===== src/rtl/alu_issue_stage.sv =====
// ---------------------------------------------------------------------------
// alu_issue_stage
// ID/EX pipeline register feeding the ALU. Decodes a MIPS instruction word
// together with the register-file read data into ALU operands, a 4-bit ALU
// control code, a shift amount and writeback information. The result is
// registered behind a valid/ready handshake.
//
// Ports
//   clk, rst_n                 clock, synchronous active-low reset
//   in_valid / in_ready        upstream handshake (in_ready is combinational)
//   instr, rs_data, rt_data    instruction word and register operands
//   flush                      squash held and incoming instruction
//   out_valid / out_ready      downstream handshake
//   ALU_reg_1, ALU_reg_2       operand A / operand B
//   ALU_control, shamt         ALU operation code and shift amount
//   dest_reg, reg_write        writeback register index and enable
//   illegal_op                 unsupported instruction marker
// ---------------------------------------------------------------------------
module alu_issue_stage #(
    parameter int DATA_W = 32,
    parameter int CTRL_W = 4
) (
    input  logic              clk,
    input  logic              rst_n,
    input  logic              in_valid,
    output logic              in_ready,
    input  logic [31:0]       instr,
    input  logic [DATA_W-1:0] rs_data,
    input  logic [DATA_W-1:0] rt_data,
    input  logic              flush,
    output logic              out_valid,
    input  logic              out_ready,
    output logic [DATA_W-1:0] ALU_reg_1,
    output logic [DATA_W-1:0] ALU_reg_2,
    output logic [CTRL_W-1:0] ALU_control,
    output logic [4:0]        shamt,
    output logic [4:0]        dest_reg,
    output logic              reg_write,
    output logic              illegal_op
);

    localparam logic [CTRL_W-1:0] CTRL_AND = 4'b0000;
    localparam logic [CTRL_W-1:0] CTRL_OR  = 4'b0001;
    localparam logic [CTRL_W-1:0] CTRL_ADD = 4'b0010;
    localparam logic [CTRL_W-1:0] CTRL_SUB = 4'b0110;
    localparam logic [CTRL_W-1:0] CTRL_SLT = 4'b0111;
    localparam logic [CTRL_W-1:0] CTRL_NOR = 4'b1100;
    localparam logic [CTRL_W-1:0] CTRL_SLL = 4'b1111;
    localparam logic [CTRL_W-1:0] CTRL_MUL = 4'b1001;

    logic [5:0]        opcode_s;
    logic [5:0]        funct_s;
    logic [DATA_W-1:0] imm_sx_s;
    logic [DATA_W-1:0] imm_zx_s;
    logic              load_s;

    logic [DATA_W-1:0] alu_a_d,    alu_a_q;
    logic [DATA_W-1:0] alu_b_d,    alu_b_q;
    logic [CTRL_W-1:0] alu_ctrl_d, alu_ctrl_q;
    logic [4:0]        shamt_d,    shamt_q;
    logic [4:0]        dest_d,     dest_q;
    logic              rw_d,       rw_q;
    logic              ill_d,      ill_q;
    logic              valid_q;

    assign opcode_s = instr[31:26];
    assign funct_s  = instr[5:0];
    assign imm_sx_s = {{(DATA_W-16){instr[15]}}, instr[15:0]};
    assign imm_zx_s = {{(DATA_W-16){1'b0}}, instr[15:0]};

    // A held result blocks the input until downstream takes it.
    assign in_ready = !valid_q || out_ready;
    assign load_s   = in_valid && in_ready;

    // Instruction decode into the next-state ALU fields.
    always_comb begin
        alu_a_d    = rs_data;
        alu_b_d    = rt_data;
        alu_ctrl_d = CTRL_AND;
        shamt_d    = 5'd0;
        dest_d     = instr[15:11];
        rw_d       = 1'b1;
        ill_d      = 1'b0;
        case (opcode_s)
            6'h00: begin
                case (funct_s)
                    6'h20, 6'h21: alu_ctrl_d = CTRL_ADD;
                    6'h22, 6'h23: alu_ctrl_d = CTRL_SUB;
                    6'h24:        alu_ctrl_d = CTRL_AND;
                    6'h25:        alu_ctrl_d = CTRL_OR;
                    6'h27:        alu_ctrl_d = CTRL_NOR;
                    6'h2A:        alu_ctrl_d = CTRL_SLT;
                    6'h00: begin
                        alu_ctrl_d = CTRL_SLL;
                        shamt_d    = instr[10:6];
                    end
                    default:      ill_d = 1'b1;
                endcase
            end
            6'h1C: begin
                if (funct_s == 6'h02) begin
                    alu_ctrl_d = CTRL_MUL;
                end else begin
                    ill_d = 1'b1;
                end
            end
            6'h08, 6'h09: begin
                alu_ctrl_d = CTRL_ADD;
                alu_b_d    = imm_sx_s;
                dest_d     = instr[20:16];
            end
            6'h0A: begin
                alu_ctrl_d = CTRL_SLT;
                alu_b_d    = imm_sx_s;
                dest_d     = instr[20:16];
            end
            6'h0C: begin
                alu_ctrl_d = CTRL_AND;
                alu_b_d    = imm_zx_s;
                dest_d     = instr[20:16];
            end
            6'h0D: begin
                alu_ctrl_d = CTRL_OR;
                alu_b_d    = imm_zx_s;
                dest_d     = instr[20:16];
            end
            6'h23: begin
                alu_ctrl_d = CTRL_ADD;
                alu_b_d    = imm_sx_s;
                dest_d     = instr[20:16];
            end
            6'h2B: begin
                alu_ctrl_d = CTRL_ADD;
                alu_b_d    = imm_sx_s;
                dest_d     = instr[20:16];
                rw_d       = 1'b0;
            end
            6'h04: begin
                alu_ctrl_d = CTRL_SUB;
                dest_d     = instr[20:16];
                rw_d       = 1'b0;
            end
            default: ill_d = 1'b1;
        endcase
        // Unsupported encodings carry no operands and never write back.
        if (ill_d) begin
            alu_a_d    = {DATA_W{1'b0}};
            alu_b_d    = {DATA_W{1'b0}};
            alu_ctrl_d = CTRL_AND;
            shamt_d    = 5'd0;
            dest_d     = 5'd0;
            rw_d       = 1'b0;
        end else begin
            alu_a_d    = alu_a_d;
        end
    end

    // Pipeline register: reset, then flush, then load, then empty, else hold.
    always_ff @(posedge clk) begin
        if (!rst_n) begin
            valid_q    <= 1'b0;
            alu_a_q    <= {DATA_W{1'b0}};
            alu_b_q    <= {DATA_W{1'b0}};
            alu_ctrl_q <= {CTRL_W{1'b0}};
            shamt_q    <= 5'd0;
            dest_q     <= 5'd0;
            rw_q       <= 1'b0;
            ill_q      <= 1'b0;
        end else if (flush) begin
            valid_q <= 1'b0;
            rw_q    <= 1'b0;
            ill_q   <= 1'b0;
        end else if (load_s) begin
            valid_q    <= 1'b1;
            alu_a_q    <= alu_a_d;
            alu_b_q    <= alu_b_d;
            alu_ctrl_q <= alu_ctrl_d;
            shamt_q    <= shamt_d;
            dest_q     <= dest_d;
            rw_q       <= rw_d;
            ill_q      <= ill_d;
        end else if (out_ready || !valid_q) begin
            valid_q <= 1'b0;
            ill_q   <= 1'b0;
        end else begin
            valid_q <= valid_q;
        end
    end

    assign out_valid   = valid_q;
    assign ALU_reg_1   = alu_a_q;
    assign ALU_reg_2   = alu_b_q;
    assign ALU_control = alu_ctrl_q;
    assign shamt       = shamt_q;
    assign dest_reg    = dest_q;
    assign reg_write   = rw_q;
    assign illegal_op  = ill_q;

endmodule


===== config.mk =====
export PLATFORM = sky130hd
export DESIGN_NAME = alu_issue_stage
export DESIGN_NICKNAME = d
export VERILOG_FILES = /design/src/rtl/alu_issue_stage.sv
export SDC_FILE = /design/constraint.sdc
export NUM_CORES = 1
export LEC_CHECK = 0
export ABC_CLOCK_PERIOD_IN_PS = 6100
export BUFFER_PORTS_ARGS = -buffer_cell sky130_fd_sc_hd__buf_4
export CORE_ASPECT_RATIO = 1.25
export CORE_UTILIZATION = 25
export CTS_CLUSTER_DIAMETER = 30
export DETAILED_ROUTE_END_ITERATION = 8
export PLACE_DENSITY_LB_ADDON = 0.12
export SYNTH_ARGS = -nofsm -noshare
export SYNTH_HDL_FRONTEND = slang
export SYNTH_SLANG_ARGS = --single-unit

===== constraint.sdc =====
create_clock -name clk -period 6.1 [get_ports clk]
set_input_delay 0.61 -clock clk [delete_from_list [all_inputs] [get_ports clk]]
set_output_delay 0.61 -clock clk [all_outputs]
set_load 0.02 [all_outputs]

==> results.yml, run 1 <==
detailed_routing:
  drt-initial-drc-count: 152
  viasPerCell: 4.648
  wirelength_um: 10400
  firstDrtPassIters: 4
  drc: 0
  ant_nets: 0
  wl_per_cell_um: 15.11
  num_vias: 3198
synthesis:
  avgSynthCellArea_um2: 9.496
  synthCells: 351
  synth_top_flop_cell: "dfxtp_1"
  async_flop_share_pct: 0
  synth_xor_area_share_pct: 0
  syn_area_um2: 3333
  syn-num-nets: 452
  muxShareOfSynthArea_pct: 6.006
  synth_edf_count: 0
  ys_seq_area_share_pct: 48.65
  ys_ff_latch: 81
  yosys.area_share.simple_pct: 15.47
  synth_compound_area_share_pct: 23.65
  synthAdderAreaFrac_pct: 0
  yosys_warnings: 0
  synth_top_family_by_area: "compound AO/OA/AOI/OAI gates"
  synthDistinctLibCells: 46
clocking:
  cts_tree: "yes"
  cts_max_level: 3
  cts_root_buf: "clkbuf_16"
  post_cts_buffers: 0
  hold_buffers: 0
  clk_path_buf_depth: 2
  clkLatencyLatePin_ns: 0.34
  clk_pin_slew_ns: 0.06
  numClockSinks: 81
  cts_resized: 0
  cts_buffers: 9
worst_setup_path:
  reg2reg_depth: 7
  path_class: "in -> reg"
  reg2reg_from: "out_valid$_SDFFE_PP0P_"
  start_kind: "input port"
  cp-end-kind: "flip-flop"
  cp.arrival_ns: 2.79
  r2r_slack_ns: 3.77
  crit_required_ns: 6.36
  cp_max_fo: 37
  rr_endpoint: "ALU_reg_1[24]$_SDFFE_PN0P_"
floorplanning:
  die_h_um: 131.1
  core_region_area_um2: 12830
  rows: 46
  ios: 183
  initial_core_util_pct: 25.97
  die-area_um2: 13800
  dieWidth_um: 105.3
power:
  p_leak_nw: 2.251
  vdd_drop_max_mv: 0.1072
  powerDensity_nw_per_um2: 243.8
  p_total_mw: 1.215
finish:
  drive_gt1_share_pct: 39.62
  layout_commonest_cell: "buf_4"
  nNetsFinal: 616
  fin_util_pct: 38.84
  final_cell_mix: "180 x buf_4, 81 x dfxtp_1, 49 x nand2_1, 38 x o21ai_1, 32 x a22o_1"
  multi_input_area_um2: 1505
  fill_cells: 1332
  syn_to_final_growth_pct: 49.55
  seq_area_um2: 1622
  antenna_cells: 0
grt:
  grt_use_total_pct: 14.90
  grt_remaining_overflow: 0
  grt_first_pass_wirelength_um: 15770
  antenna_found_initial: 0
  grt_pass1_vias: 3012
  grt_start_max_net_pins: 54
hold_path:
  min_delay_worst_endpoint: "dest_reg[4]$_SDFFE_PN0P_"
  hp-start: "dest_reg[4]$_SDFFE_PN0P_"
  min_path_type: "reg -> reg"
  min_path_cells: 2
timing:
  period_share_pct: 41.42
  rsz0062_at_grt: "false"
  maxSlewViolCount: 0
  maxSlewHeadroom_pct: 13.17
  fin_worst_skew_ns: 0.006450
  post-route-min-period_ns: 2.526
  finalHoldViolCount: 0
  worst_pin_slew_ns: 1.302
  tns_ns: 0
  finalSetupViolCount: 0
  fmax_mhz: 395.8
run:
  max_cap_violations: 0
placed_design:
  numPortBuffers: 177
  gp_congestion: 0.7509
  hpwl_um: 7682
outcome:
  outcome: "finished, final reports clean"
-- where the power goes --
part | total [mW] | internal [mW] | switching, mW
Combinational | 0.146 | 0.0736 | 0.0723
Sequential | 0.543 | 0.538 | 0.00460
Clock | 0.527 | 0.292 | 0.235
Total | 1.22 | 0.904 | 0.312
-- Yosys cell counts (all sizes together), types with 2 or more instances --
| master | count | area share [%] |
|---|---|---|
| a21o | 2 | 0.45 |
| a21oi | 22 | 3.3 |
| a22o | 32 | 8.4 |
| a22oi | 6 | 1.4 |
| a31oi | 6 | 1.6 |
| and4 | 2 | 0.53 |
| buf | 15 | 4.2 |
| clkbuf | 9 | 1.0 |
| dfxtp | 81 | 49 |
| dlygate4sd1 | 3 | 0.79 |
| inv | 2 | 0.23 |
| mux2i | 20 | 6.0 |
| nand2 | 49 | 5.5 |
| nand3 | 6 | 0.90 |
| nor2 | 15 | 1.8 |
| nor2b | 10 | 1.9 |
| nor3 | 2 | 0.30 |
| nor3b | 4 | 0.90 |
| o21ai | 44 | 6.7 |
| o22ai | 2 | 0.38 |
| or2 | 3 | 0.56 |
| or3 | 2 | 0.53 |
| or3b | 2 | 0.60 |
-- logic make-up (layout without fill, tap and decap cells) --
family / Yosys count / in the layout
buffers and inverters: 29 / 198
DFF: 81 / 81
AOI/OAI and AO/OA: 120 / 120
and+or+nand+nor: 101 / 101
muxes: 20 / 20
-- layout make-up --
| class | instances | area share, % |
|---|---|---|
| Clock buffer | 10 | 4.794 |
| Clock inverter | 6 | 1.004 |
| Inverter | 2 | 0.1506 |
| Multi-Input combinational cell | 241 | 30.20 |
| Sequential cell | 81 | 32.53 |
| Tap cell | 168 | 4.217 |
| Timing Repair Buffer | 180 | 27.11 |
-- worst max path at each step --
stage                    from                         end  slack (ns)  cells past startpoint
floorplan           instr[27]  ALU_reg_1[10]$_SDFFE_PN0P_        3.74                      8
global placement    instr[31]  ALU_reg_2[20]$_SDFFE_PN0P_        3.23                      7
detailed placement  instr[31]  ALU_reg_2[28]$_SDFFE_PN0P_        3.12                      7
CTS                 instr[31]  ALU_reg_2[28]$_SDFFE_PN0P_        3.50                      7
global route        instr[31]  ALU_reg_2[27]$_SDFFE_PN0P_        3.40                      7
finish              instr[31]  ALU_reg_2[28]$_SDFFE_PN0P_        3.57                      7
-- layer usage --
| layer | global-route usage (%) | up-vias | share of wire [%] |
|---|---|---|---|
| li1 | - | 1593 | - |
| met1 | 17.63 | 1482 | 43 |
| met2 | 25.66 | 108 | 49 |
| met3 | 3.559 | 15 | 5.6 |
| met4 | 6.877 | 0 | 2.2 |
| met5 | 0 | - | 0 |
-- critical path, cell delays in order --
cell and delay (ns):
buf_4 0.14, or3b_1 0.38, a21o_1 0.23, a31oi_4 0.38, or3_4 0.23, nand4b_4 0.50
o21ai_1 0.31
-- metrics by stage --
step                      std cells  hold WS (ns)  area (um2)  setup WS (ns)
after floorplan                 351        0.5252        3333          3.742
after global placement          672        0.4368        4696          3.225
after detailed placement        672        0.4430        4696          3.123
after CTS                       688        0.4518        4985          3.496
after global routing            688        0.4632        4985          3.398
final                           688        0.4474        4985          3.574
(Power assumes the default switching activity.)
==> run 2, diff against run 1 <==
--- a/config.mk
+++ b/config.mk
@@ -5,7 +5,7 @@
 export SDC_FILE = /design/constraint.sdc
 export NUM_CORES = 1
 export LEC_CHECK = 0
-export ABC_CLOCK_PERIOD_IN_PS = 6100
+export ABC_CLOCK_PERIOD_IN_PS = 2500
 export BUFFER_PORTS_ARGS = -buffer_cell sky130_fd_sc_hd__buf_4
 export CORE_ASPECT_RATIO = 1.25
 export CORE_UTILIZATION = 25
==> constraint.sdc (replaced) <==
create_clock -name clk -period 2.5 [get_ports clk]
set_input_delay 0.25 -clock clk [delete_from_list [all_inputs] [get_ports clk]]
set_output_delay 0.25 -clock clk [all_outputs]
set_load 0.02 [all_outputs]
==> results.yml, run 2 (synthesized netlist as in run 1, its figures left out) <==
detailed_routing:
  drt-initial-drc-count: 156
  wl_met1_um: 4432
  viasPerCell: 4.662
  drc: 0
  wirelength_um: 10390
  num_vias: 3231
  ant_nets: 0
  wl_per_cell_um: 14.99
  dr_wl_met3_um: 690
  met2_length_um: 5177
  firstDrtPassIters: 4
  maxUsedRoutingLayer: "met4"
timing:
  maxSlewHeadroom_pct: 71.23
  post-route-min-period_ns: 1.939
  finalSetupViolCount: 0
  worst_pin_slew_ns: 0.4315
  maxSlewViolCount: 0
  tns_ns: 0
  fin_worst_skew_ns: 0.006329
  period_share_pct: 77.58
  fmax_mhz: 515.6
  rsz0062_at_grt: "false"
  finalHoldViolCount: 0
worst_setup_path:
  crit_required_ns: 2.77
  reg2reg_depth: 7
  crit_start: "out_valid$_SDFFE_PP0P_"
  start_kind: "flip-flop"
  reg2reg_from: "out_valid$_SDFFE_PP0P_"
  cp_max_fo: 37
  cp-end-kind: "flip-flop"
  setup.worst_path.end: "ALU_reg_1[15]$_SDFFE_PN0P_"
  r2r_slack_ns: 0.56
  rr_endpoint: "ALU_reg_1[15]$_SDFFE_PN0P_"
  cp.arrival_ns: 2.21
  path_class: "reg -> reg"
finish:
  layout_commonest_cell: "buf_4"
  drive_gt1_share_pct: 40.19
  antenna_cells: 0
  final_cell_mix: "185 x buf_4, 81 x dfxtp_1, 49 x nand2_1, 38 x o21ai_1, 32 x a22o_1"
  final_cells: 693
  final_area_um2: 5049
  nNetsFinal: 622
  syn_to_final_growth_pct: 51.46
grt:
  grt_use_total_pct: 14.65
  grt_start_max_net_pins: 38
  grt_first_pass_wirelength_um: 15770
  grt_pass1_vias: 3025
  grt_remaining_overflow: 0
  antenna_found_initial: 0
clocking:
  hold_buffers: 0
  clkLatencyLatePin_ns: 0.33
  post_cts_buffers: 0
  clk_pin_slew_ns: 0.06
  cts_buffers: 9
  cts_tree: "yes"
  numClockSinks: 81
  cts_resized: 0
  cts_root_buf: "clkbuf_16"
  clk_path_buf_depth: 2
  cts_max_level: 3
floorplanning:
  die_h_um: 131.1
  initial_core_util_pct: 25.97
  dieWidth_um: 105.3
  rows: 46
  die-area_um2: 13800
  ios: 183
  core_region_area_um2: 12830
power:
  p_sw_share_pct: 23.54
  p_switching_uw: 705.7
  powerDensity_nw_per_um2: 593.7
  seq_power_share_pct: 44.2
  p_total_mw: 2.997
  pwr-share-clk_pct: 43.7
  vdd_drop_max_mv: 0.2471
  internal_power_mw: 2.292
  comb_power_share_pct: 12.1
  p_leak_nw: 2.291
hold_path:
  hp-start: "rs_data[4]"
  min_path_type: "in -> reg"
placed_design:
  post_dp_cell_area_um2: 4753
  post-place-cells: 678
  numPortBuffers: 177
  hpwl_um: 7595
  gp_congestion: 0.7579
run:
  max_cap_violations: 0
outcome:
  outcome: "finished, final reports clean"
## run 2: cell types whose count changed in the layout (fill, tap and decap cells not counted)
cell / delta
buf_12: +1
bufinv_16: +1
clkinvlp_4: -1
buf_4: +5
clkinv_2: +2
inv_6: -3
## run 2: critical path: stages (launching register included)
cell and delay, ns:
dfxtp_1 0.33, nor2b_1 0.25, inv_2 0.07, nand2_1 0.10
or2_1 0.31, and2_2 0.22, buf_4 0.38, a22o_1 0.21
## run 2: worst min path at each step
stage / endpoint / cells after the start
after CTS: ALU_reg_1[26]$_SDFFE_PN0P_ / 2
after global routing: ALU_reg_1[2]$_SDFFE_PN0P_ / 2
after global placement: ALU_reg_2[17]$_SDFFE_PN0P_ / 2
after floorplan: out_valid$_SDFFE_PP0P_ / 1
final: ALU_reg_1[4]$_SDFFE_PN0P_ / 2
after detailed placement: ALU_reg_2[19]$_SDFFE_PN0P_ / 2
## run 2: metal layers
layer,vias up,GRT usage [%]
li1,1602,-
met1,1508,17.80
met2,114,25.35
met3,7,3.955
met4,0,4.474
met5,-,0
## run 2: layout make-up
class / instances / area [um2]
Fill cell: 1327 / 7786
Sequential cell: 81 / 1622
Multi-Input combinational cell: 241 / 1505
Timing Repair Buffer: 186 / 1409
Clock buffer: 10 / 239.0
Tap cell: 168 / 210.2
Clock inverter: 5 / 56.30
Inverter: 2 / 7.507
## run 2: power by group through the flow
stage | combinational (mW) | clock [mW] | sequential (mW)
after floorplan | 0.149 | 0 | 1.38
after global routing | 0.394 | 1.41 | 1.33
after CTS | 0.368 | 1.36 | 1.32
final | 0.364 | 1.31 | 1.32
after global placement | 0.364 | 0 | 1.35
after detailed placement | 0.367 | 0 | 1.35
## run 2: stage by stage
stage,util (%),setup slack [ns],hold WS [ns]
6_report,39.34,0.5605,0.1254
2_1_floorplan,-,0.4613,0.3741
3_5_place_dp,37.03,0.4457,0.4409
4_1_cts,39.34,0.5509,0.1140
3_3_place_gp,37.03,0.4770,0.4363
5_1_grt,39.34,0.3607,0.1210
==> run 3, diff against run 2 <==
--- a/config.mk
+++ b/config.mk
@@ -5,7 +5,7 @@
 export SDC_FILE = /design/constraint.sdc
 export NUM_CORES = 1
 export LEC_CHECK = 0
-export ABC_CLOCK_PERIOD_IN_PS = 2500
+export ABC_CLOCK_PERIOD_IN_PS = 2000
 export BUFFER_PORTS_ARGS = -buffer_cell sky130_fd_sc_hd__buf_4
 export CORE_ASPECT_RATIO = 1.25
 export CORE_UTILIZATION = 25
==> constraint.sdc (replaced) <==
create_clock -name clk -period 2 [get_ports clk]
set_input_delay 0.2 -clock clk [delete_from_list [all_inputs] [get_ports clk]]
set_output_delay 0.2 -clock clk [all_outputs]
set_load 0.02 [all_outputs]
==> results.yml, run 3 (synthesized netlist as in run 1, its figures left out) <==
floorplanning:
  ios: 183
  initial_core_util_pct: 25.97
  dieWidth_um: 105.3
  rows: 46
  core_region_area_um2: 12830
  die_h_um: 131.1
  die-area_um2: 13800
detailed_routing:
  num_vias: 3297
  wl_per_cell_um: 15.08
  drt-initial-drc-count: 138
  ant_nets: 0
  firstDrtPassIters: 4
  viasPerCell: 4.670
  wirelength_um: 10640
  drc: 0
power:
  powerDensity_nw_per_um2: 736.5
  p_leak_nw: 2.356
  vdd_drop_max_mv: 0.4233
  p_total_mw: 3.799
timing:
  finalWorstSetupSlack_ns: 0.2617
  rsz0062_at_grt: "false"
  maxSlewHeadroom_pct: 69.30
  hold_ws_ns: 0.07293
  tns_ns: 0
  finalHoldViolCount: 0
  maxSlewViolCount: 0
  worst_pin_slew_ns: 0.4489
  finalSetupViolCount: 0
  fmax_mhz: 575.3
  post-route-min-period_ns: 1.738
  fin_worst_skew_ns: 0.005112
  period_share_pct: 86.91
finish:
  fin_util_pct: 40.19
  antenna_cells: 0
  nNetsFinal: 634
  drive_gt1_share_pct: 41.64
  fill_cells: 1319
  final_area_um2: 5159
  layout_commonest_cell: "buf_4"
  multi_input_area_um2: 1505
  final_cell_mix: "196 x buf_4, 81 x dfxtp_1, 49 x nand2_1, 38 x o21ai_1, 32 x a22o_1"
  final_cells: 706
  seq_area_um2: 1622
  syn_to_final_growth_pct: 54.77
worst_setup_path:
  critPathBufInv: 2
  critPathTopFamily: "simple AND/OR/NAND/NOR gates"
  cp.arrival_ns: 1.97
  critPathMaxStageDelay_ns: 0.31
  crit_start: "out_valid$_SDFFE_PP0P_"
  reg2reg_from: "out_valid$_SDFFE_PP0P_"
  cp_max_fo: 31
  cp-end-kind: "flip-flop"
  cpMaxStageDelayCell: "dfxtp_1"
  cp_cell_sequence: "nor2b_1, inv_2, nand2_1, or2_1, and2_2, buf_4, a22o_1"
  path_class: "reg -> reg"
  start_kind: "flip-flop"
  crit_required_ns: 2.23
outcome:
  outcome: "finished, final reports clean"
clocking:
  cts_root_buf: "clkbuf_16"
  cts_max_level: 3
  cts_tree: "yes"
  clkLatencyLatePin_ns: 0.33
  hold_buffers: 0
  numClockSinks: 81
  clk_path_buf_depth: 2
  clk_pin_slew_ns: 0.06
  cts_resized: 0
  post_cts_buffers: 0
  cts_buffers: 9
grt:
  grt_start_max_net_pins: 33
  antenna_found_initial: 0
  grt_first_pass_wirelength_um: 16310
  grt_remaining_overflow: 0
  grt_pass1_vias: 3112
  grt_use_total_pct: 15.31
placed_design:
  gp_congestion: 0.8126
  hpwl_um: 8035
  post_dp_cell_area_um2: 4856
  post-place-cells: 690
  numPortBuffers: 177
  dp_slack_ns: 0.01744
run:
  max_cap_violations: 0
hold_path:
  min_path_type: "in -> reg"
  hp-start: "rs_data[3]"
==> run 3: changes by cell type in the layout (fill, tap and decap cells not counted), sizes merged <==
cell    before  now
buf        186  198
inv          2    4
clkbuf      10    9
==> run 3: where the power goes <==
group	total, mW	internal, mW	switching [mW]
Clock	1.67	0.978	0.692
Combinational	0.474	0.246	0.229
Sequential	1.65	1.64	0.0140
==> run 3: metal layers <==
metal	wire [um]	part of all wire (%)	global-route usage (%)	vias up
met1	4635	44	19.24	1552
met4	144	1.4	5.634	0
li1	-	-	-	1628
met5	0	0	0	-
met2	5285	50	25.77	108
met3	578	5.4	3.460	9
==> run 3: final timing paths <==
| path | depth (start not counted) | end | slack [ns] |
|---|---|---|---|
| max | 7 | ALU_reg_1[8]$_SDFFE_PN0P_ | 0.26 |
| max reg2reg | 7 | ALU_reg_1[8]$_SDFFE_PN0P_ | 0.26 |
| min reg2reg | 2 | ALU_reg_2[1]$_SDFFE_PN0P_ | 0.45 |
| min | 2 | ALU_reg_1[3]$_SDFFE_PN0P_ | 0.07 |
==> run 3: layout make-up <==
cell class	instances	share of cell area (%)
Timing Repair Buffer	198	29.30
Clock inverter	7	1.504
Sequential cell	81	31.43
Tap cell	168	4.075
Inverter	2	0.1455
Multi-Input combinational cell	241	29.18
Clock buffer	9	4.366
==> run 3: worst reg2reg max path: cells and delay by family (launching register included) <==
family          cells  cell delay, ns
flops               1            0.31
buf+inv             2            0.31
simple gates        4            0.72
compound gates      1            0.29
